File: src/rtl/traffic_light_monitor_if.sv
// traffic_light_monitor_if
// Bundles the lamp/pass signals seen by the traffic light monitor together
// with the decoded status the monitor reports back.
//
// Signals:
//   pass, r, g, y  - controller pass request and lamp outputs
//   phase          - decoded phase (0 G1 .. 6 R, 7 UNSYNC)
//   phase_valid    - high while phase is not UNSYNC
//   run_len        - samples counted in the current phase (CW bits)
//   err_pulse      - one-cycle pulse per detected violation
//   err            - sticky error flag
//   err_code       - most recent violation: 1 ILLEGAL, 2 SHORT, 3 LONG
//   cycle_cnt      - completed R->G1 wraps
//
// Modports:
//   master - the side that drives the lamps (controller or bench)
//   slave  - the monitor itself
interface traffic_light_monitor_if #(
   parameter int CW = 11
);
   logic          pass;
   logic          r;
   logic          g;
   logic          y;
   logic [2:0]    phase;
   logic          phase_valid;
   logic [CW-1:0] run_len;
   logic          err_pulse;
   logic          err;
   logic [1:0]    err_code;
   logic [15:0]   cycle_cnt;

   modport master (
      output pass, r, g, y,
      input  phase, phase_valid, run_len, err_pulse, err, err_code, cycle_cnt
   );

   modport slave (
      input  pass, r, g, y,
      output phase, phase_valid, run_len, err_pulse, err, err_code, cycle_cnt
   );
endinterface

File: src/rtl/traffic_light_monitor.sv
// traffic_light_monitor
// Passive checker beside the traffic light controller. It decodes the lamp
// pattern {r,g,y} back into the controller phase, counts how many samples
// each phase lasts, and flags out-of-order patterns, phases that end early
// (SHORT) and phases that run too long (LONG). After a violation it sits in
// UNSYNC until it sees R followed by G, or until a pass request.
//
// Optional feature: define TL_MON_CYCLE_CNT_EN to build the 16-bit count of
// completed R->G1 wraps; otherwise cycle_cnt is tied to 0.
//
// Ports:
//   clk  - clock, all state updates on the rising edge
//   rst  - synchronous, active-high reset
//   mon  - traffic_light_monitor_if.slave: pass/r/g/y in, status out
//
// Parameters: T_G1, T_X, T_G2, T_G3, T_Y, T_R are phase lengths in samples;
// CW is the run-length width and must match the interface's CW and hold the
// largest phase length.
module traffic_light_monitor #(
   parameter int T_G1 = 1024,
   parameter int T_X  = 128,
   parameter int T_G2 = 128,
   parameter int T_G3 = 128,
   parameter int T_Y  = 512,
   parameter int T_R  = 1024,
   parameter int CW   = 11
) (
   input logic                     clk,
   input logic                     rst,
   traffic_light_monitor_if.slave  mon
);

   typedef enum logic [2:0] {
      PH_G1     = 3'd0,
      PH_X1     = 3'd1,
      PH_G2     = 3'd2,
      PH_X2     = 3'd3,
      PH_G3     = 3'd4,
      PH_Y      = 3'd5,
      PH_R      = 3'd6,
      PH_UNSYNC = 3'd7
   } phase_t;

   localparam logic [2:0] PAT_G = 3'b010;
   localparam logic [2:0] PAT_X = 3'b000;
   localparam logic [2:0] PAT_Y = 3'b001;
   localparam logic [2:0] PAT_R = 3'b100;

   localparam logic [1:0] CODE_ILLEGAL = 2'd1;
   localparam logic [1:0] CODE_SHORT   = 2'd2;
   localparam logic [1:0] CODE_LONG    = 2'd3;

   localparam logic [CW-1:0] RUN_ONE = {{(CW-1){1'b0}}, 1'b1};

   // Lamp pattern the controller shows during a given phase.
   function automatic logic [2:0] phasePattern(input phase_t ph);
      case (ph)
         PH_G1, PH_G2, PH_G3: return PAT_G;
         PH_X1, PH_X2:        return PAT_X;
         PH_Y:                return PAT_Y;
         default:             return PAT_R;
      endcase
   endfunction

   // Successor in the fixed cycle G1 X1 G2 X2 G3 Y R.
   function automatic phase_t phaseAfter(input phase_t ph);
      case (ph)
         PH_G1:   return PH_X1;
         PH_X1:   return PH_G2;
         PH_G2:   return PH_X2;
         PH_X2:   return PH_G3;
         PH_G3:   return PH_Y;
         PH_Y:    return PH_R;
         PH_R:    return PH_G1;
         default: return PH_UNSYNC;
      endcase
   endfunction

   // Required length of a phase, one bit wider than run_len so the
   // incremented count can be compared without wrapping.
   function automatic logic [CW:0] phaseLimit(input phase_t ph);
      case (ph)
         PH_G1:   return (CW+1)'(T_G1);
         PH_X1:   return (CW+1)'(T_X);
         PH_G2:   return (CW+1)'(T_G2);
         PH_X2:   return (CW+1)'(T_X);
         PH_G3:   return (CW+1)'(T_G3);
         PH_Y:    return (CW+1)'(T_Y);
         PH_R:    return (CW+1)'(T_R);
         default: return '0;
      endcase
   endfunction

   phase_t        phase_q, phase_d;
   logic [CW-1:0] run_len_q, run_len_d;
   logic [2:0]    prev_q;
   logic          err_q, err_d;
   logic          err_pulse_q, err_pulse_d;
   logic [1:0]    err_code_q, err_code_d;
   logic [2:0]    sample;
   logic [CW:0]   runInc;
   logic          errRaise;
   logic [1:0]    errKind;

   assign sample = {mon.r, mon.g, mon.y};
   assign runInc = {1'b0, run_len_q} + {{CW{1'b0}}, 1'b1};

   // Phase tracking. While synced the sample must either continue the
   // current phase (within its limit) or start the next one exactly at the
   // limit; anything else is a violation. The branches are mutually
   // exclusive, so at most one error is raised per edge. A pass request
   // truncates any phase other than G1 legally and restarts G1 at zero so
   // that the controller's first green sample counts as 1. In UNSYNC the
   // monitor only watches for an R->G edge or a pass request.
   always_comb begin
      phase_d   = phase_q;
      run_len_d = run_len_q;
      errRaise  = 1'b0;
      errKind   = 2'd0;

      if (phase_q != PH_UNSYNC) begin
         if (sample == phasePattern(phase_q)) begin
            if (runInc > phaseLimit(phase_q)) begin
               errRaise  = 1'b1;
               errKind   = CODE_LONG;
               phase_d   = PH_UNSYNC;
               run_len_d = '0;
            end else begin
               run_len_d = runInc[CW-1:0];
            end
         end else if (sample == phasePattern(phaseAfter(phase_q))) begin
            if ({1'b0, run_len_q} == phaseLimit(phase_q)) begin
               phase_d   = phaseAfter(phase_q);
               run_len_d = RUN_ONE;
            end else begin
               errRaise  = 1'b1;
               errKind   = CODE_SHORT;
               phase_d   = PH_UNSYNC;
               run_len_d = '0;
            end
         end else begin
            errRaise  = 1'b1;
            errKind   = CODE_ILLEGAL;
            phase_d   = PH_UNSYNC;
            run_len_d = '0;
         end

         if (mon.pass && (phase_d != PH_G1) && (phase_d != PH_UNSYNC)) begin
            phase_d   = PH_G1;
            run_len_d = '0;
         end
      end else begin
         if ((sample == PAT_G) && (prev_q == PAT_R)) begin
            phase_d   = PH_G1;
            run_len_d = RUN_ONE;
         end
         if (mon.pass) begin
            phase_d   = PH_G1;
            run_len_d = '0;
         end
      end
   end

   // Error reporting: the pulse mirrors this edge's violation, the flag is
   // sticky until reset and the code keeps the most recent violation.
   always_comb begin
      err_pulse_d = errRaise;
      err_d       = err_q | errRaise;
      err_code_d  = errRaise ? errKind : err_code_q;
   end

   // State registers. The previous-sample register starts at the green
   // pattern so a reset can never look like an R->G edge.
   always_ff @(posedge clk) begin
      if (rst) begin
         phase_q     <= PH_G1;
         run_len_q   <= '0;
         prev_q      <= PAT_G;
         err_q       <= 1'b0;
         err_pulse_q <= 1'b0;
         err_code_q  <= 2'd0;
      end else begin
         phase_q     <= phase_d;
         run_len_q   <= run_len_d;
         prev_q      <= sample;
         err_q       <= err_d;
         err_pulse_q <= err_pulse_d;
         err_code_q  <= err_code_d;
      end
   end

`ifdef TL_MON_CYCLE_CNT_EN
   logic [15:0] cycle_cnt_q, cycle_cnt_d;
   logic        wrapEdge;

   // A wrap is a legal R->G1 advance: synced in R, full length reached and
   // green sampled. A pass on that same edge leaves the phase at G1, so it
   // does not cancel the count.
   always_comb begin
      wrapEdge    = (phase_q == PH_R) && (sample == PAT_G) &&
                    ({1'b0, run_len_q} == phaseLimit(PH_R));
      cycle_cnt_d = wrapEdge ? cycle_cnt_q + 16'd1 : cycle_cnt_q;
   end

   // Wrap counter register, free-running modulo 2^16.
   always_ff @(posedge clk) begin
      if (rst) begin
         cycle_cnt_q <= 16'd0;
      end else begin
         cycle_cnt_q <= cycle_cnt_d;
      end
   end

   assign mon.cycle_cnt = cycle_cnt_q;
`else
   assign mon.cycle_cnt = 16'd0;
`endif

   assign mon.phase       = phase_q;
   assign mon.phase_valid = (phase_q != PH_UNSYNC);
   assign mon.run_len     = run_len_q;
   assign mon.err_pulse   = err_pulse_q;
   assign mon.err         = err_q;
   assign mon.err_code    = err_code_q;

endmodule

File: src/flat_wrapper.sv
// flat-port wrapper written by rule: the top's interface ports become plain ports
module traffic_light_monitor_flat 
#(
   parameter int T_G1 = 1024,
   parameter int T_X  = 128,
   parameter int T_G2 = 128,
   parameter int T_G3 = 128,
   parameter int T_Y  = 512,
   parameter int T_R  = 1024,
   parameter int CW   = 11
)
  (clk, rst, mon_pass, mon_r, mon_g, mon_y, mon_phase, mon_phase_valid, mon_run_len, mon_err_pulse, mon_err, mon_err_code, mon_cycle_cnt);
  traffic_light_monitor_if #(.CW(CW)) mon_i ();
  input logic clk;
  input logic rst;
  input wire logic [$bits(mon_i.pass)-1:0] mon_pass;
  input wire logic [$bits(mon_i.r)-1:0] mon_r;
  input wire logic [$bits(mon_i.g)-1:0] mon_g;
  input wire logic [$bits(mon_i.y)-1:0] mon_y;
  output wire logic [$bits(mon_i.phase)-1:0] mon_phase;
  output wire logic [$bits(mon_i.phase_valid)-1:0] mon_phase_valid;
  output wire logic [$bits(mon_i.run_len)-1:0] mon_run_len;
  output wire logic [$bits(mon_i.err_pulse)-1:0] mon_err_pulse;
  output wire logic [$bits(mon_i.err)-1:0] mon_err;
  output wire logic [$bits(mon_i.err_code)-1:0] mon_err_code;
  output wire logic [$bits(mon_i.cycle_cnt)-1:0] mon_cycle_cnt;
  assign mon_i.pass = mon_pass;
  assign mon_i.r = mon_r;
  assign mon_i.g = mon_g;
  assign mon_i.y = mon_y;
  assign mon_phase = mon_i.phase;
  assign mon_phase_valid = mon_i.phase_valid;
  assign mon_run_len = mon_i.run_len;
  assign mon_err_pulse = mon_i.err_pulse;
  assign mon_err = mon_i.err;
  assign mon_err_code = mon_i.err_code;
  assign mon_cycle_cnt = mon_i.cycle_cnt;
  traffic_light_monitor #(.T_G1(T_G1), .T_X(T_X), .T_G2(T_G2), .T_G3(T_G3), .T_Y(T_Y), .T_R(T_R), .CW(CW)) u_core (.clk(clk), .rst(rst), .mon(mon_i));
endmodule
File: config.mk
export PLATFORM = sky130hd
export DESIGN_NAME = traffic_light_monitor_flat
export DESIGN_NICKNAME = d
export VERILOG_FILES = /design/src/rtl/traffic_light_monitor_if.sv /design/src/rtl/traffic_light_monitor.sv /design/src/flat_wrapper.sv
export SDC_FILE = /design/constraint.sdc
export NUM_CORES = 1
export LEC_CHECK = 0
export ABC_AREA = 1
export CAP_MARGIN = 20
export CORE_UTILIZATION = 54
export DETAILED_ROUTE_END_ITERATION = 7
export PLACE_DENSITY = 0.83
export SLEW_MARGIN = 20
export SYNTH_ARGS = -nofsm -noshare
export SYNTH_HDL_FRONTEND = slang
export SYNTH_SLANG_ARGS = --single-unit
File: constraint.sdc
create_clock -name clk -period 6.54 [get_ports clk]
set_clock_uncertainty 0.1 [all_clocks]
set_input_delay 1.962 -clock clk [delete_from_list [all_inputs] [get_ports clk]]
set_output_delay 1.962 -clock clk [all_outputs]
set_load 0.005 [all_outputs]
**Word level (Yosys, flattened, before mapping)**

Cells that the tools add are included.

- Add/sub/neg operators: 1
- Magnitude comparators: 1
- Equal/unequal tests: 18
- Mux-type cells: 41
- Bitwise logic cells: 1
- Reductions and logical operators: 13

Operators by type and width:

| kind | number |
|---|---|
| $mux W11 | 6 |
| $mux W12 | 5 |
| $mux W3 | 14 |
| $pmux W11 S3 | 1 |
| $pmux W3 S7 | 1 |
| $eq A3 B3 Y1 const B | 6 |
| $pmux W3 S3 | 2 |
| $eq A3 B2 Y1 const B | 5 |
| $add A11 B1 Y12 const B | 1 |
| $eq A11 B12 Y1 | 1 |
| $gt A12 B12 Y1 | 1 |
| $mux W2 | 5 |
| $mux W1 | 7 |
| $eq A3 B1 Y1 const B | 2 |
| $eq A3 B3 Y1 | 2 |
| $logic_not A3 Y1 | 2 |
| $ne A3 B3 Y1 const B | 2 |
| $reduce_bool A3 Y1 | 2 |
| $reduce_or A2 Y1 | 3 |
| $reduce_or A3 Y1 | 2 |
| $reduce_or A4 Y1 | 1 |
| $logic_and A1 B1 Y1 | 3 |
| $or A1 B1 Y1 | 1 |

- Flip-flop bits (word level): 21
- Input bits: 6
- Output and inout port bits: 35
- Word-level logic and storage cells: 81

**Logic depth before layout (Yosys ltp)**

- Depth in word-level cells: 26
- Mapped depth: 20
- Gate-level depth less buffers: 18

**Worst setup path after synthesis**

Ideal clock, no wire load.

- Kind: in2reg
- From: in mon_r
- To: reg u_core.run_len_q[0], in the netlist u_core.mon.run_len[0]
- Library setup time: 117 ps
- Arrival time: 3162 ps
- Data required time: 6323 ps
- Path slack: 3161 ps
- Stages on the path: 13
- Path buffers: 1
- Cell sequence: inv_1 > xor2_1 > nor2_1 > nand3_2 > inv_2 > nand3_1 > nand2_1 > nor2_1 > nand2_1 > nand3_2 > buf_6 > a21oi_1 > nor2_1

- Word-level cells in the longest chain between the ends: 9
- Elaborated cells on any way between the ends: 16
- Classes of those cells: eq/ne (4); mux (7); reduce/logical (5)

RTL lines:

| element | RTL line | text |
|---|---|---|
| start: declaration | flat_wrapper.sv:17 | `input wire logic [$bits(mon_i.r)-1:0] mon_r;` |
| $eq A3 B3 Y1 | traffic_light_monitor.sv:131 | `end else if (sample == phasePattern(phaseAfter(phase_q))) begin` |
| $mux W3 | traffic_light_monitor.sv:131 |  |
| $mux W3 | traffic_light_monitor.sv:122 | `if (sample == phasePattern(phase_q)) begin` |
| $mux W3 | traffic_light_monitor.sv:121 | `if (phase_q != PH_UNSYNC) begin` |
| $reduce_bool A3 Y1 | traffic_light_monitor.sv:148 | `if (mon.pass && (phase_d != PH_G1) && (phase_d != PH_UNSYNC)) begin` |
| $logic_and A1 B1 Y1 (2 in series) | traffic_light_monitor.sv:148 |  |
| $mux W11 | traffic_light_monitor.sv:148 |  |
| $mux W11 | traffic_light_monitor.sv:121 |  |
| end signal: assignment | traffic_light_monitor.sv:184 | `run_len_q <= run_len_d;` |
| end: declaration | traffic_light_monitor.sv:95 | `logic [CW-1:0] run_len_q, run_len_d;` |

Parallel ways exist; a longest one is shown, timed or not. The select of a mux whose other input is x is not followed.
A chain may end at the register's enable or synchronous reset.

**Worst setup path in the final report**

- From: in mon_g
- To: reg u_core.run_len_q[0], in the netlist u_core.mon.run_len[0]

- Word-level cells in the longest chain between the ends: 9
- Elaborated cells on any way between the ends: 16
- Classes of those cells: eq/ne (4); mux (7); reduce/logical (5)

RTL lines:

| element | RTL line | text |
|---|---|---|
| start: declaration | flat_wrapper.sv:18 | `input wire logic [$bits(mon_i.g)-1:0] mon_g;` |
| $eq A3 B3 Y1 | traffic_light_monitor.sv:131 |  |
| $mux W3 | traffic_light_monitor.sv:131 |  |
| $mux W3 | traffic_light_monitor.sv:122 |  |
| $mux W3 | traffic_light_monitor.sv:121 |  |
| $reduce_bool A3 Y1 | traffic_light_monitor.sv:148 |  |
| $logic_and A1 B1 Y1 (2 in series) | traffic_light_monitor.sv:148 |  |
| $mux W11 | traffic_light_monitor.sv:148 |  |
| $mux W11 | traffic_light_monitor.sv:121 |  |

Parallel ways exist; a longest one is shown, timed or not. The select of a mux whose other input is x is not followed.

==> flow_summary.json <==
{
  "area_grow_syn2layout_pct": 12.6,
  "synth_edf_count": 0,
  "cts_hold_repair.buffers": 0,
  "share_of_the_clock_period_used_by_the_worst_path_after_layout_pct": 63.0,
  "finalPower_w": 0.000573,
  "number_of_cells_upsized_or_downsized_after_cts": 0,
  "vias_in_the_first_global_route": 1383,
  "synthDistinctLibCells": 28,
  "worst_path_max_delay_cell": "nor2_1",
  "internal-power_w": 0.000301,
  "final_non_filler_cells": 329,
  "synth_most_common_cell": "nand2_1",
  "number_of_antenna_violations_at_the_first_check_in_global_routing": 0,
  "synth-main-ff-cell": "dfxtp_1",
  "irDropWorstVdd_mv": 0.206,
  "post-synth-top-area-fraction_pct": 24.4,
  "worst_setup_path_end_kind": "flop",
  "syn_inst": 264,
  "detailedPlace.worstSlack_ns": 2.11,
  "core_area_um2": 3030,
  "clkTransAtPathRegs_ns": 0.13,
  "htree_levels": 1,
  "clock-sinks": 21,
  "crit_type": "in2reg",
  "final.setup.tns_ns": 0,
  "timing.critical_path.from_type": "input pin",
  "ys_async_sr_fraction_pct": 0,
  "detailedPlacementHpwl_mm": 2.76,
  "final_layout_size_suffix_gt1_share_pct": 14.0,
  "mappedNetlistArea_um2": 1720,
  "initial_utilization_pct": 56.9,
  "fmax_mhz": 243,
  "gp_congestion": 0.846,
  "finalMaxSlewViolations": 0,
  "cts_max_path_buffers": 2,
  "grtUsageTotal_pct": 23.3,
  "sequential_area_share_after_synthesis_pct": 24.4,
  "min_period_ns": 4.12,
  "io_buffers": 24,
  "ios": 41,
  "power.combinational.fraction_pct": 58.1,
  "switching_share_pct": 47.4,
  "final_nets": 298,
  "power_frac_seq_pct": 30.5,
  "violations": "design-rule violations",
  "worstPathCellList": "clkdlybuf4s50_1 > inv_1 > nand3_1 > nand2_1 > inv_1 > nand4_1 > nor2_2 > nand3_1 > nor2_1 > nand2_1 > o21ai_0 > a21oi_1 > nor2_1",
  "n_antenna_cell": 0,
  "drt-total-wl_mm": 3.54,
  "clock_power_share_pct": 11.4,
  "globalRoute.totalOverflow": 0,
  "fin_ws_ns": 2.42,
  "via_per_inst": 4.95,
  "die-height_um": 58.5,
  "p_leak_nw": 0.909,
  "powerDensity_nw_per_um2": 295,
  "wire_per_inst_um": 10.7,
  "rsz_0062_raised_after_global_routing": "false",
  "yosys_register_bits": 21,
  "mean_area_per_synthesized_cell_um2": 6.53,
  "initialDrtViolationCount": 89,
  "worstHoldPathCells": 2,
  "p_switching_w": 0.000271,
  "die_w_um": 58.5,
  "setup_failing_eps_final": 0,
  "synth_common_cells": "68 x nand2_1, 27 x inv_1, 25 x nor2_1",
  "reg2regPathDepth": 17,
  "grt_start_max_net_pins": 21,
  "yosysTopAreaCell": "dfxtp_1",
  "status": "finished, violations left",
  "hold_violations": 0,
  "final_area_um2": 1940,
  "drcViolationCount": 1,
  "max-slew-margin-rel_pct": 36.8,
  "hold_class": "reg2reg",
  "timing.max_cap.violations": 0,
  "drt.antenna.violating_nets": 0,
  "dieArea_um2": 3420,
  "post-cts-setup-buffers": 0,
  "total_via_count_in_the_routed_design": 1628,
  "clkLatencyLatePin_ns": 0.31,
  "top_post_synthesis_cells_by_area": "dfxtp_1 24%, nand2_1 15%, buf_4 8.3%, nand3_1 7.0%, inv_1 5.9%",
  "worst_ep_arrival_time_ns": 4.29,
  "critPathMaxFanout": 11,
  "placedCellCount": 325,
  "num_rows": 20,
  "detail_route.first_pass.iterations": 6,
  "first_pass_grt_wire_length_mm": 6.19,
  "cts-root-buf": "clkbuf_4",
  "synth_warnings": 0,
  "placed_area_um2": 1910,
  "largest_stage_delay_on_the_critical_path_ns": 0.75,
  "tritoncts": "yes",
  "worst-slew-pin-transition_ns": 0.945,
  "tritoncts.num_buffers": 3,
  "critPathRequiredTime_ns": 6.70
}
routing by layer:
| metal | up-vias | routed length [um] | global-route usage, % |
|---|---|---|---|
| met2 | 47 | 1590 | 35.3 |
| li1 | 848 | - | - |
| met4 | 0 | 45 | 7.82 |
| met1 | 729 | 1740 | 33.8 |
| met3 | 4 | 162 | 3.30 |
| met5 | - | 0 | 0 |
final timing paths:
check                                 startpoint                                   to  slack [ns]
max reg2reg   u_core.mon.run_len[0]$_SDFFE_PP0P_   u_core.mon.run_len[0]$_SDFFE_PP0P_        2.94
min          u_core.mon.err_code[1]$_SDFFE_PP0P_  u_core.mon.err_code[1]$_SDFFE_PP0P_        0.37
min reg2reg  u_core.mon.err_code[1]$_SDFFE_PP0P_  u_core.mon.err_code[1]$_SDFFE_PP0P_        0.37
max                                        mon_g   u_core.mon.run_len[0]$_SDFFE_PP0P_        2.42
critical path: cells and delay by family:
| family | cells | cell delay [ns] |
|---|---|---|
| buffers and inverters | 3 | 0.65 |
| AO/OA/AOI/OAI | 2 | 0.19 |
| AND/OR/NAND/NOR | 8 | 1.49 |
sequential cells by signal (all words and copies together) (netlist names):
register,flops
u_core.prev_q,3
u_core.mon.phase,3
u_core.mon.run_len,11
u_core.mon.err,1
u_core.mon.err_pulse,1
u_core.mon.err_code,2
stage by stage:
step	util [%]	hold WS (ns)
finish	64.1	0.373
floorplan	-	0.352
detailed placement	63.2	0.362
global placement	63.2	0.350
CTS	64.1	0.381
global route	64.1	0.398
cell families (layout without fill, tap and decap cells):
group	Yosys count	in the layout	synth area share, %
adders and majority gates	6	6	4.36
DFF	21	21	24.4
buffers and inverters	57	63	17.0
AOI/OAI and AO/OA	25	25	9.66
other	1	16	0.218
and+or+nand+nor	148	148	41.3
xor gates and xnor gates	6	6	3.05
power by group through the flow:
stage	logic, W	registers, W	clock network (W)
finish	0.000332	0.000175	0.0000656
global route	0.000379	0.000178	0.0000731
CTS	0.000330	0.000175	0.0000687
detailed placement	0.000328	0.000177	0
global placement	0.000325	0.000178	0
floorplan	0.000260	0.000171	0
final cells by class:
class	instances	area, um2
Clock inverter	1	5.00
Inverter	35	131
Clock buffer	3	22.5
Tap cell	44	55.1
Multi-Input combinational cell	201	1070
Sequential cell	21	420
Fill cell	271	1090
Timing Repair Buffer	24	240
cells in the final DEF, fill, tap and decap left out:
master           instances
nand2_1                 68
inv_1                   27
nor2_1                  25
nand3_1                 24
clkdlybuf4s50_1         24
dfxtp_1                 21
conb_1                  16
nand3_2                 10
a21oi_1                  9
nand4_1                  8
inv_2                    7
a21oi_2                  7
xor2_1                   6
ha_1                     6
nand2_2                  5
o21ai_0                  5
nor2_2                   3
clkbuf_4                 3
nand3b_1                 2
nand2_4                  1
o21ai_2                  1
o21bai_1                 1
o21bai_2                 1
o211ai_1                 1
nor2_4                   1
nor3_1                   1
clkinv_1                 1
clkinv_2                 1
No activity file was read; power rests on OpenSTA's default activity.
